==> src/rtl/alu_pkg.sv <==
// ---------------------------------------------------------------------------
// alu_pkg
// Shared definitions for the 4-bit ALU and its command sequencer:
//   - DATA_W        : operand/result width (the ALU width)
//   - OP_*          : ALU operation codes presented on alu_sel
//   - seq_state_e   : sequencer FSM state encoding
// ---------------------------------------------------------------------------
package alu_pkg;

  localparam int DATA_W = 4;

  localparam logic [2:0] OP_ADD = 3'b000;
  localparam logic [2:0] OP_SUB = 3'b001;
  localparam logic [2:0] OP_AND = 3'b010;
  localparam logic [2:0] OP_OR  = 3'b011;
  localparam logic [2:0] OP_XOR = 3'b100;
  localparam logic [2:0] OP_NOT = 3'b101;
  localparam logic [2:0] OP_INC = 3'b110;
  localparam logic [2:0] OP_DEC = 3'b111;

  typedef enum logic [1:0] {
    ST_IDLE = 2'b00,
    ST_EXEC = 2'b01,
    ST_RESP = 2'b10
  } seq_state_e;

endpackage

==> src/rtl/alu_cmd_seq_if.sv <==
// ---------------------------------------------------------------------------
// alu_cmd_seq_if
// Host-facing command and response channels of the ALU command sequencer.
//   cmd_valid/cmd_ready          : command handshake
//   cmd_sel, cmd_a, cmd_b        : operation code and operands
//   cmd_use_acc                  : take operand A from the result accumulator
//   rsp_valid/rsp_ready          : response handshake
//   rsp_result, rsp_carry        : captured ALU result and carry
//   rsp_count                    : completed-response counter (wraps)
// Modports: master = host side, slave = sequencer side.
// ---------------------------------------------------------------------------
interface alu_cmd_seq_if #(
  parameter int CNT_W = 8
) ();
  import alu_pkg::*;

  logic              cmd_valid;
  logic              cmd_ready;
  logic [2:0]        cmd_sel;
  logic [DATA_W-1:0] cmd_a;
  logic [DATA_W-1:0] cmd_b;
  logic              cmd_use_acc;
  logic              rsp_valid;
  logic              rsp_ready;
  logic [DATA_W-1:0] rsp_result;
  logic              rsp_carry;
  logic [CNT_W-1:0]  rsp_count;

  modport master (
    output cmd_valid, cmd_sel, cmd_a, cmd_b, cmd_use_acc, rsp_ready,
    input  cmd_ready, rsp_valid, rsp_result, rsp_carry, rsp_count
  );

  modport slave (
    input  cmd_valid, cmd_sel, cmd_a, cmd_b, cmd_use_acc, rsp_ready,
    output cmd_ready, rsp_valid, rsp_result, rsp_carry, rsp_count
  );

endinterface

==> src/rtl/alu_cmd_seq.sv <==
// ---------------------------------------------------------------------------
// alu_cmd_seq
// Command-side sequencer for the 4-bit combinational ALU. Accepts one
// command at a time, holds the ALU operand/select lines in registers,
// captures result and carry after one EXEC cycle and returns them over the
// response channel. A result accumulator can replace operand A so that
// arithmetic chains need no host round trip for intermediate values.
// Ports:
//   clk, rst            : clock, asynchronous active-high reset
//   bus (slave)         : command/response channels (see alu_cmd_seq_if)
//   alu_a/alu_b/alu_sel : registered drive to the ALU
//   alu_result/alu_carry: ALU outputs, sampled at the end of EXEC
// ---------------------------------------------------------------------------
module alu_cmd_seq
  import alu_pkg::*;
#(
  parameter int CNT_W = 8
) (
  input  logic              clk,
  input  logic              rst,
  alu_cmd_seq_if.slave      bus,
  output logic [DATA_W-1:0] alu_a,
  output logic [DATA_W-1:0] alu_b,
  output logic [2:0]        alu_sel,
  input  logic [DATA_W-1:0] alu_result,
  input  logic              alu_carry
);

  seq_state_e        r_state;
  logic              r_cmd_ready;
  logic              r_rsp_valid;
  logic [DATA_W-1:0] r_alu_a;
  logic [DATA_W-1:0] r_alu_b;
  logic [2:0]        r_alu_sel;
  logic [DATA_W-1:0] r_rsp_result;
  logic              r_rsp_carry;
  logic [DATA_W-1:0] r_acc;
  logic [CNT_W-1:0]  r_rsp_count;

  // FSM plus all operand, response, accumulator and counter registers.
  // cmd_ready/rsp_valid are kept as their own flops so every output is a
  // direct register output.
  always_ff @(posedge clk or posedge rst) begin
    if (rst) begin
      r_state      <= ST_IDLE;
      r_cmd_ready  <= 1'b1;
      r_rsp_valid  <= 1'b0;
      r_alu_a      <= {DATA_W{1'b0}};
      r_alu_b      <= {DATA_W{1'b0}};
      r_alu_sel    <= 3'b000;
      r_rsp_result <= {DATA_W{1'b0}};
      r_rsp_carry  <= 1'b0;
      r_acc        <= {DATA_W{1'b0}};
      r_rsp_count  <= {CNT_W{1'b0}};
    end else begin
      case (r_state)
        ST_IDLE: begin
          // cmd_ready is 1 throughout IDLE, so cmd_valid alone is the accept.
          if (bus.cmd_valid) begin
            r_alu_a     <= bus.cmd_use_acc ? r_acc : bus.cmd_a;
            r_alu_b     <= bus.cmd_b;
            r_alu_sel   <= bus.cmd_sel;
            r_cmd_ready <= 1'b0;
            r_state     <= ST_EXEC;
          end else begin
            r_state <= ST_IDLE;
          end
        end
        ST_EXEC: begin
          r_rsp_result <= alu_result;
          r_rsp_carry  <= alu_carry;
          r_acc        <= alu_result;
          r_rsp_valid  <= 1'b1;
          r_state      <= ST_RESP;
        end
        ST_RESP: begin
          if (bus.rsp_ready) begin
            r_rsp_valid <= 1'b0;
            r_cmd_ready <= 1'b1;
            r_rsp_count <= r_rsp_count + {{(CNT_W-1){1'b0}}, 1'b1};
            r_state     <= ST_IDLE;
          end else begin
            r_state <= ST_RESP;
          end
        end
        default: begin
          // Unreachable encoding: fall back to a clean idle.
          r_rsp_valid <= 1'b0;
          r_cmd_ready <= 1'b1;
          r_state     <= ST_IDLE;
        end
      endcase
    end
  end

  assign bus.cmd_ready  = r_cmd_ready;
  assign bus.rsp_valid  = r_rsp_valid;
  assign bus.rsp_result = r_rsp_result;
  assign bus.rsp_carry  = r_rsp_carry;
  assign bus.rsp_count  = r_rsp_count;
  assign alu_a          = r_alu_a;
  assign alu_b          = r_alu_b;
  assign alu_sel        = r_alu_sel;

endmodule
==> src/flat_wrapper.sv <==
// flat-port wrapper written by rule: the top's interface ports become plain ports
module alu_cmd_seq_flat import alu_pkg::*;
#(
  parameter int CNT_W = 8
)
  (clk, rst, alu_a, alu_b, alu_sel, alu_result, alu_carry, bus_cmd_valid, bus_cmd_sel, bus_cmd_a, bus_cmd_b, bus_cmd_use_acc, bus_rsp_ready, bus_cmd_ready, bus_rsp_valid, bus_rsp_result, bus_rsp_carry, bus_rsp_count);
  alu_cmd_seq_if #(.CNT_W(CNT_W)) bus_i ();
  input  logic clk;
  input  logic rst;
  output logic [DATA_W-1:0] alu_a;
  output logic [DATA_W-1:0] alu_b;
  output logic [2:0] alu_sel;
  input  logic [DATA_W-1:0] alu_result;
  input  logic alu_carry;
  input wire logic [$bits(bus_i.cmd_valid)-1:0] bus_cmd_valid;
  input wire logic [$bits(bus_i.cmd_sel)-1:0] bus_cmd_sel;
  input wire logic [$bits(bus_i.cmd_a)-1:0] bus_cmd_a;
  input wire logic [$bits(bus_i.cmd_b)-1:0] bus_cmd_b;
  input wire logic [$bits(bus_i.cmd_use_acc)-1:0] bus_cmd_use_acc;
  input wire logic [$bits(bus_i.rsp_ready)-1:0] bus_rsp_ready;
  output wire logic [$bits(bus_i.cmd_ready)-1:0] bus_cmd_ready;
  output wire logic [$bits(bus_i.rsp_valid)-1:0] bus_rsp_valid;
  output wire logic [$bits(bus_i.rsp_result)-1:0] bus_rsp_result;
  output wire logic [$bits(bus_i.rsp_carry)-1:0] bus_rsp_carry;
  output wire logic [$bits(bus_i.rsp_count)-1:0] bus_rsp_count;
  assign bus_i.cmd_valid = bus_cmd_valid;
  assign bus_i.cmd_sel = bus_cmd_sel;
  assign bus_i.cmd_a = bus_cmd_a;
  assign bus_i.cmd_b = bus_cmd_b;
  assign bus_i.cmd_use_acc = bus_cmd_use_acc;
  assign bus_i.rsp_ready = bus_rsp_ready;
  assign bus_cmd_ready = bus_i.cmd_ready;
  assign bus_rsp_valid = bus_i.rsp_valid;
  assign bus_rsp_result = bus_i.rsp_result;
  assign bus_rsp_carry = bus_i.rsp_carry;
  assign bus_rsp_count = bus_i.rsp_count;
  alu_cmd_seq #(.CNT_W(CNT_W)) u_core (.clk(clk), .rst(rst), .bus(bus_i), .alu_a(alu_a), .alu_b(alu_b), .alu_sel(alu_sel), .alu_result(alu_result), .alu_carry(alu_carry));
endmodule
==> config.mk <==
export PLATFORM = sky130hd
export DESIGN_NAME = alu_cmd_seq_flat
export DESIGN_NICKNAME = d
export VERILOG_FILES = /design/src/rtl/alu_pkg.sv /design/src/rtl/alu_cmd_seq_if.sv /design/src/rtl/alu_cmd_seq.sv /design/src/flat_wrapper.sv
export SDC_FILE = /design/constraint.sdc
export NUM_CORES = 1
export LEC_CHECK = 0
export BUFFER_PORTS_ARGS = -buffer_cell sky130_fd_sc_hd__buf_2
export CAP_MARGIN = 20
export CORE_MARGIN = 3
export CORE_UTILIZATION = 27
export CTS_CLUSTER_SIZE = 30
export DETAILED_ROUTE_END_ITERATION = 12
export SLEW_MARGIN = 20
export SYNTH_ARGS = -nofsm -noshare
export SYNTH_HDL_FRONTEND = slang
export SYNTH_SLANG_ARGS = --single-unit
==> constraint.sdc <==
create_clock -name clk -period 1.4 [get_ports clk]
set_input_delay 0.14 -clock clk [delete_from_list [all_inputs] [get_ports clk]]
set_output_delay 0.14 -clock clk [all_outputs]
set_load 0.05 [all_outputs]
==> metrics, run 1 <==
status=complete, no violations; max layer used=met4; Fin. Hold Viols=0; peak supply drop=1115 uV; worst reg2reg path depth=4; GPL Wtd Cong=between 0.6 and 0.7; top post-synthesis cells by count=27 x dfrtp_1, 12 x mux2_2, 6 x nor2_1; H-tree depth=1; I/O pins=47; Min Clock Period, post-route=1282 ps; launch point of the worst reg-to-reg path=u_core.r_state[0]; Fmax=roughly 780 MHz; max cap viols=0; number of synthesized flops with an enable pin=0; hpwl dp=approximately 1.9 mm; met1 wire length=1.002 mm; syn_nets=~110; total CTS buffers=3; Die H=a little over 70 um; row count=23; Post-Synthesis Cells=87; DRC viols=0; Hold Path Class=input port to register; flop2flop setup slack=between 100 and 150 ps; layout cells sized above 1=55.00%; initial antenna violation count=0; gr ovfl total=0; sequential-to-total area share from yosys stat=between 50% and 60%; ys async rst share=100.0%; Synth area leaders=dfrtp_1 57%, mux2_2 11%, mux2i_1 3.4%; Pwr per Cell Area=2645 mW/mm^2; Initial DRC Count=22; clk slew on worst S/H paths=approximately 90 ps; WP data required=1600 ps; Hold Crit Start=bus_cmd_sel[2]; post_cts resized=0; pin count of the biggest net entering global routing=29; via count=837; Post-Syn Area=0.001184 sq mm; met3 routed WL=160 um; CTS tree=built; Period Utilization, post-route=between 90% and 100%; Core Region=roughly 0.0041 sq mm; Yosys reg bits=28; hold path depth=2; Mapped Avg Cell Area=13.61 sq um; Yosys top cell area share=a little under three fifths; CP Capture Type=register; met2 wire length=1.275 mm; worst-path maximum fanout=6; Pre-Repair DR Iteration Count=3; Post-synth top flop=dfrtp_1; full die area=0.005214 sq mm; Overall Global Routing Usage=9.904%; Diodes inserted=0; Worst-Margin Slew=about 360 ps; routed wire length=~2.5 mm; unrepaired setup endpoints after global routing=no; Final Skew=1.169 ps; Chip Width=72.21 um; largest area contributor in the netlist=dfrtp_1; ANT nets after route=0; yosys warns=0; area grow syn2layout=32.66%; crit path launch type=register; R2R Path End=u_core.bus.rsp_count[7]; Synth cell types=27; Final Util=38.16%; hold path endpoint=u_core.alu_sel[2]; maximum root-to-sink buffer count=2; Leak=0.7914 nW; Clk Latency, worst-skew pair=between 200 and 300 ps; number of global-route vias before repair=826; clock sink total=28; clk root buf=clkbuf_8; via density per instance=between 4 and 5; first-pass GRT wire length=3.960 mm; critical setup path kind=register to register; Port Buffers=46; Max Slew Vio Count=0; Final #Nets=163; WL/cell=13.02 um; most frequent cell after synthesis=dfrtp_1; worst setup path startpoint=u_core.r_state[0]; starting density of the core=28.76%; worst path arrival time=1480 ps; final setup violating endpoints=0; setup TNS=0 ps; Relative slew margins=76.14%
-- worst max-delay path by stage --
stage | end | slack, ps | cells past startpoint
6_report | u_core.bus.rsp_count[7] | 120 | 4
5_1_grt | u_core.bus.rsp_count[5] | 30 | 4
4_1_cts | u_core.alu_sel[0] | 6 | 2
3_5_place_dp | u_core.alu_sel[0] | 20 | 2
3_3_place_gp | u_core.alu_b[3] | 100 | 2
2_1_floorplan | u_core.alu_b[1] | 6 | 4
-- final cells by class --
class | instances | area, sq um
clock buffers | 4 | 55.05
fillers | 401 | 2545
inverters | 2 | 7.507
multi-input cells | 53 | 442.9
flip-flops and latches | 28 | 704.4
well taps | 50 | 62.56
repair buffers | 53 | 297.8
-- state kept, by name, indices dropped and copies added, names as in the netlist --
name / cells
u_core.alu_a: 4
u_core.alu_b: 4
u_core.alu_sel: 3
u_core.bus.cmd_ready: 1
u_core.bus.rsp_carry: 1
u_core.bus.rsp_count: 8
u_core.bus.rsp_result: 4
u_core.bus.rsp_valid: 1
u_core.r_state: 2
-- metrics by stage --
| stage | hold slack (ps) | power (mW) | setup WS (ps) | cells | instance area, sq um |
|---|---|---|---|---|---|
| after CTS | 81.54 | 4.181 | 6.340 | 189 | 1550 |
| after global routing | 80.30 | 4.375 | 26.55 | 190 | 1570 |
| after global placement | 216.3 | 3.612 | 101.3 | 184 | 1485 |
| after floorplan | 204.5 | 3.132 | 5.730 | 87 | 1186 |
| final | 92.98 | 4.153 | 118.5 | 190 | 1570 |
| after detailed placement | 240.2 | 3.663 | 23.77 | 184 | 1485 |
-- cell families (layout without fill, tap and decap cells) --
group           Yosys count  after routing  synth area share (%)
simple gates             20             20                 11.10
xor+xnor                  7              7                 5.180
flops                    28             28                 59.30
fa+ha+maj                 1              1                 1.057
mux                      17             17                 16.07
buf+inv                   6             59                 3.276
compound gates            8              8                 4.016
-- routing by layer --
metal / global-route usage (%) / vias to the layer above
met5: 0 / -
met4: 5.010 / 0
met3: 2.493 / 2
met2: 16.78 / 24
met1: 11.54 / 408
li1: - / 403
-- placed cells by master, fill, tap and decap left out, types with 2 or more instances in the layout --
cell type and count:
buf_2 46, dfrtp_1 25, mux2_2 12, nor2_1 6, a21oi_1 5, buf_4 5
mux2i_1 4, xor2_1 4, clkbuf_8 4, xnor2_1 3, nand3_1 3, nor3_1 3
inv_1 2, dfrtp_2 2
-- critical path, stage by stage, from the launching register on --
cell and delay, ps:
dfrtp_1 430, buf_4 170, nand3b_4 180, nor3_1 270, xor2_1 160
-- where the power goes --
| part | switching [mW] | internal [mW] |
|---|---|---|
| Sequential | 0.239 | 1.17 |
| Clock | 0.245 | 0.252 |
| Combinational | 1.57 | 0.685 |
| Total | 2.05 | 2.10 |
-- timing repair --
action | 4_1_cts | 5_1_grt
setup endpoints to repair | 0 | 10
hold buffers | 1 | 0
setup buffers | 0 | 1
endpoints found under the hold margin | 27 | 0
Power figures use the tool's default switching activity.
==> run 2: changes to the inputs <==
--- a/config.mk
+++ b/config.mk
@@ -8,9 +8,10 @@
 export BUFFER_PORTS_ARGS = -buffer_cell sky130_fd_sc_hd__buf_2
 export CAP_MARGIN = 20
 export CORE_MARGIN = 3
-export CORE_UTILIZATION = 27
+export CORE_UTILIZATION = 40
 export CTS_CLUSTER_SIZE = 30
 export DETAILED_ROUTE_END_ITERATION = 12
+export PLACE_DENSITY = 0.71
 export SLEW_MARGIN = 20
 export SYNTH_ARGS = -nofsm -noshare
 export SYNTH_HDL_FRONTEND = slang
==> constraint.sdc (replaced) <==
create_clock -name clk -period 1.4 [get_ports clk]
set_input_delay 0.21 -clock clk [delete_from_list [all_inputs] [get_ports clk]]
set_output_delay 0.21 -clock clk [all_outputs]
set_load 0.05 [all_outputs]
==> run 2 against run 1 <==
Net effect: total power is 4.9% lower; sequential power about the same; die area decreased by 30%; hold slack better by 11 ps; fmax down 3.3%; final area shrank 4.0%; non-clock buffer count is the same; register-to-register slack is essentially flat; global-route usage increased by 3.6 points; highest routed layer unchanged; largest cell class unchanged; first-iteration DRC count is 9.1% lower; critical endpoint is now bus_cmd_ready.
==> metrics, run 2 (synthesized netlist as in run 1, its figures left out) <==
status=complete, no violations (unchanged); worst path arrival time=1110 ps (was 1480 ps); max cap viols=0 (unchanged); Initial DRC Count=20 (was 22); Port Buffers=46 (unchanged); via count=827 (was 837); filler cell count=254 (was 401); Final Skew=1.207 ps (was 1.169 ps); WL/cell=12.13 um (was 13.02 um); gr ovfl total=0 (unchanged); row count=19 (was 23); DP Area=0.001469 sq mm (was 0.001485 sq mm); final setup violating endpoints=0 (unchanged); Overall Global Routing Usage=13.54% (was 9.904%); I/O pins=47 (unchanged); clock sink total=28 (unchanged); setup TNS=0 ps (unchanged); full die area=0.003648 sq mm (was 0.005214 sq mm); most frequent cells in the layout=45 x buf_2, 25 x dfrtp_1, 12 x mux2_2 (was 46 x buf_2, 25 x dfrtp_1, 12 x mux2_2); Slowest cell on crit path=dfstp_2 (was dfrtp_1); ANT nets after route=0 (unchanged); CP Cell Sequence=clkbuf_4 (was buf_4 -> nand3b_4 -> nor3_1 -> xor2_1); Chip Width=60.40 um (was 72.21 um); Diodes inserted=0 (unchanged); Pre-Repair DR Iteration Count=3 (unchanged); Core Region=0.002781 sq mm (was 0.004115 sq mm); peak supply drop=1749 uV (was 1115 uV); Final #Nets=163 (unchanged); pre-CTS WS=135.7 ps (was 23.77 ps); final worst setup slack=75.20 ps (was 118.5 ps); Fin. Hold Viols=0 (unchanged); Min Clock Period, post-route=1325 ps (was 1282 ps); total CTS buffers=3 (unchanged); critical path's top delay family=flip-flops (was simple AND/OR/NAND/NOR gates); Pwr per Cell Area=2619 mW/mm^2 (was 2645 mW/mm^2); Setup Buffers After CTS=0 (unchanged); Clk Latency, worst-skew pair=320 ps (was 270 ps); pin count of the biggest net entering global routing=29 (unchanged); Max Slew Vio Count=0 (unchanged); fin area=0.001508 sq mm (was 0.001570 sq mm); via density per instance=4.836 (was 4.405); maximum root-to-sink buffer count=2 (unchanged); Hold Path Class=input port to register (unchanged); Fmax=754.8 MHz (was 780.3 MHz); DRC viols=0 (unchanged); Buf/Inv on CP=1 (unchanged); Die H=60.40 um (was 72.21 um); CP Capture Type=output port (was register); Relative slew margins=77.90% (was 76.14%); number of flip-flops in the largest register=8 (unchanged); crit path launch type=register (unchanged); Period Utilization, post-route=94.63% (was 91.54%); critical setup path kind=register to output port (was register to register); H-tree depth=1 (unchanged); commonest non-fill, non-tap cell in the layout=buf_2 (unchanged); layout cells sized above 1=54.29% (was 55.00%); Multi-input gate area=442.9 sq um (unchanged); hpwl dp=1.642 mm (was 1.902 mm); clk slew on worst S/H paths=130 ps (was 90 ps); area grow syn2layout=27.38% (was 32.66%); initial antenna violation count=0 (unchanged); clk root buf=clkbuf_4 (was clkbuf_8); WP data required=1190 ps (was 1600 ps); first-pass GRT wire length=3.553 mm (was 3.960 mm); register area=704.4 sq um (unchanged); Leak=0.7739 nW (was 0.7914 nW); CTS tree=built (unchanged); GPL Wtd Cong=0.6876 (was 0.6750); slowest stage delay, CP=560 ps (was 430 ps); unrepaired setup endpoints after global routing=no (unchanged); number of global-route vias before repair=823 (was 826); Worst-Margin Slew=331.5 ps (was 357.9 ps); Pwr Total=3.949 mW (was 4.153 mW); starting density of the core=42.56% (was 28.76%); routed wire length=2.075 mm (was 2.474 mm); worst-path maximum fanout=3 (was 6)
run 2: cell count changes in the layout (fill, tap and decap cells not counted):
cell / change
buf_2: -1
buf_4: +1
clkbuf_8: -4
clkbuf_1: +1
clkbuf_4: +4
buf_12: -1
run 2: per-stage QoR:
stage          util, %  hold WS (ps)  instances
2_1_floorplan        -         274.5         87
3_3_place_gp     52.81         281.1        166
3_5_place_dp     52.81         284.8        166
4_1_cts          54.12         87.30        171
5_1_grt          54.21         92.26        171
6_report         54.21         103.6        171
run 2: worst paths after layout:
path                                            to  slack [ps]               startpoint  depth (start not counted)
max in group asynchronous     u_core.bus.cmd_ready         650                      rst                          4
hold reg to reg            u_core.bus.rsp_count[7]         470  u_core.bus.rsp_count[7]                          1
min in group asynchronous        u_core.alu_sel[1]         450                      rst                          4
setup / recovery                     bus_cmd_ready          80     u_core.bus.cmd_ready                          1
hold / removal                u_core.bus.rsp_carry         100                alu_carry                          2
setup reg to reg                   u_core.alu_b[2]         120        u_core.r_state[0]                          3
run 2: routing by layer:
metal,vias to the layer above,share of wire [%],GRT usage [%]
li1,403,-,-
met1,392,41,17.22
met2,27,49,20.83
met3,5,7.3,2.553
met4,0,2.9,9.494
met5,-,0,0
run 2: what timing repair did:
action / CTS / global route
resized for setup: 0 / 1
setup endpoints to repair: 0 / 1
endpoints found under the hold margin: 27 / 0
hold buffers: 1 / 0
run 2: cell type report:
type,instances,area share [%]
Sequential cell,28,46.72
Multi-Input combinational cell,53,29.38
Timing Repair Buffer,53,19.09
Tap cell,31,2.573
Clock buffer,4,1.743
Inverter,2,0.4979
run 2: power breakdown:
part	switching [mW]	total [mW]	internal, mW
registers	0.247	1.41	1.16
logic	1.54	2.21	0.667
clock network	0.219	0.331	0.112
total	2.01	3.95	1.94
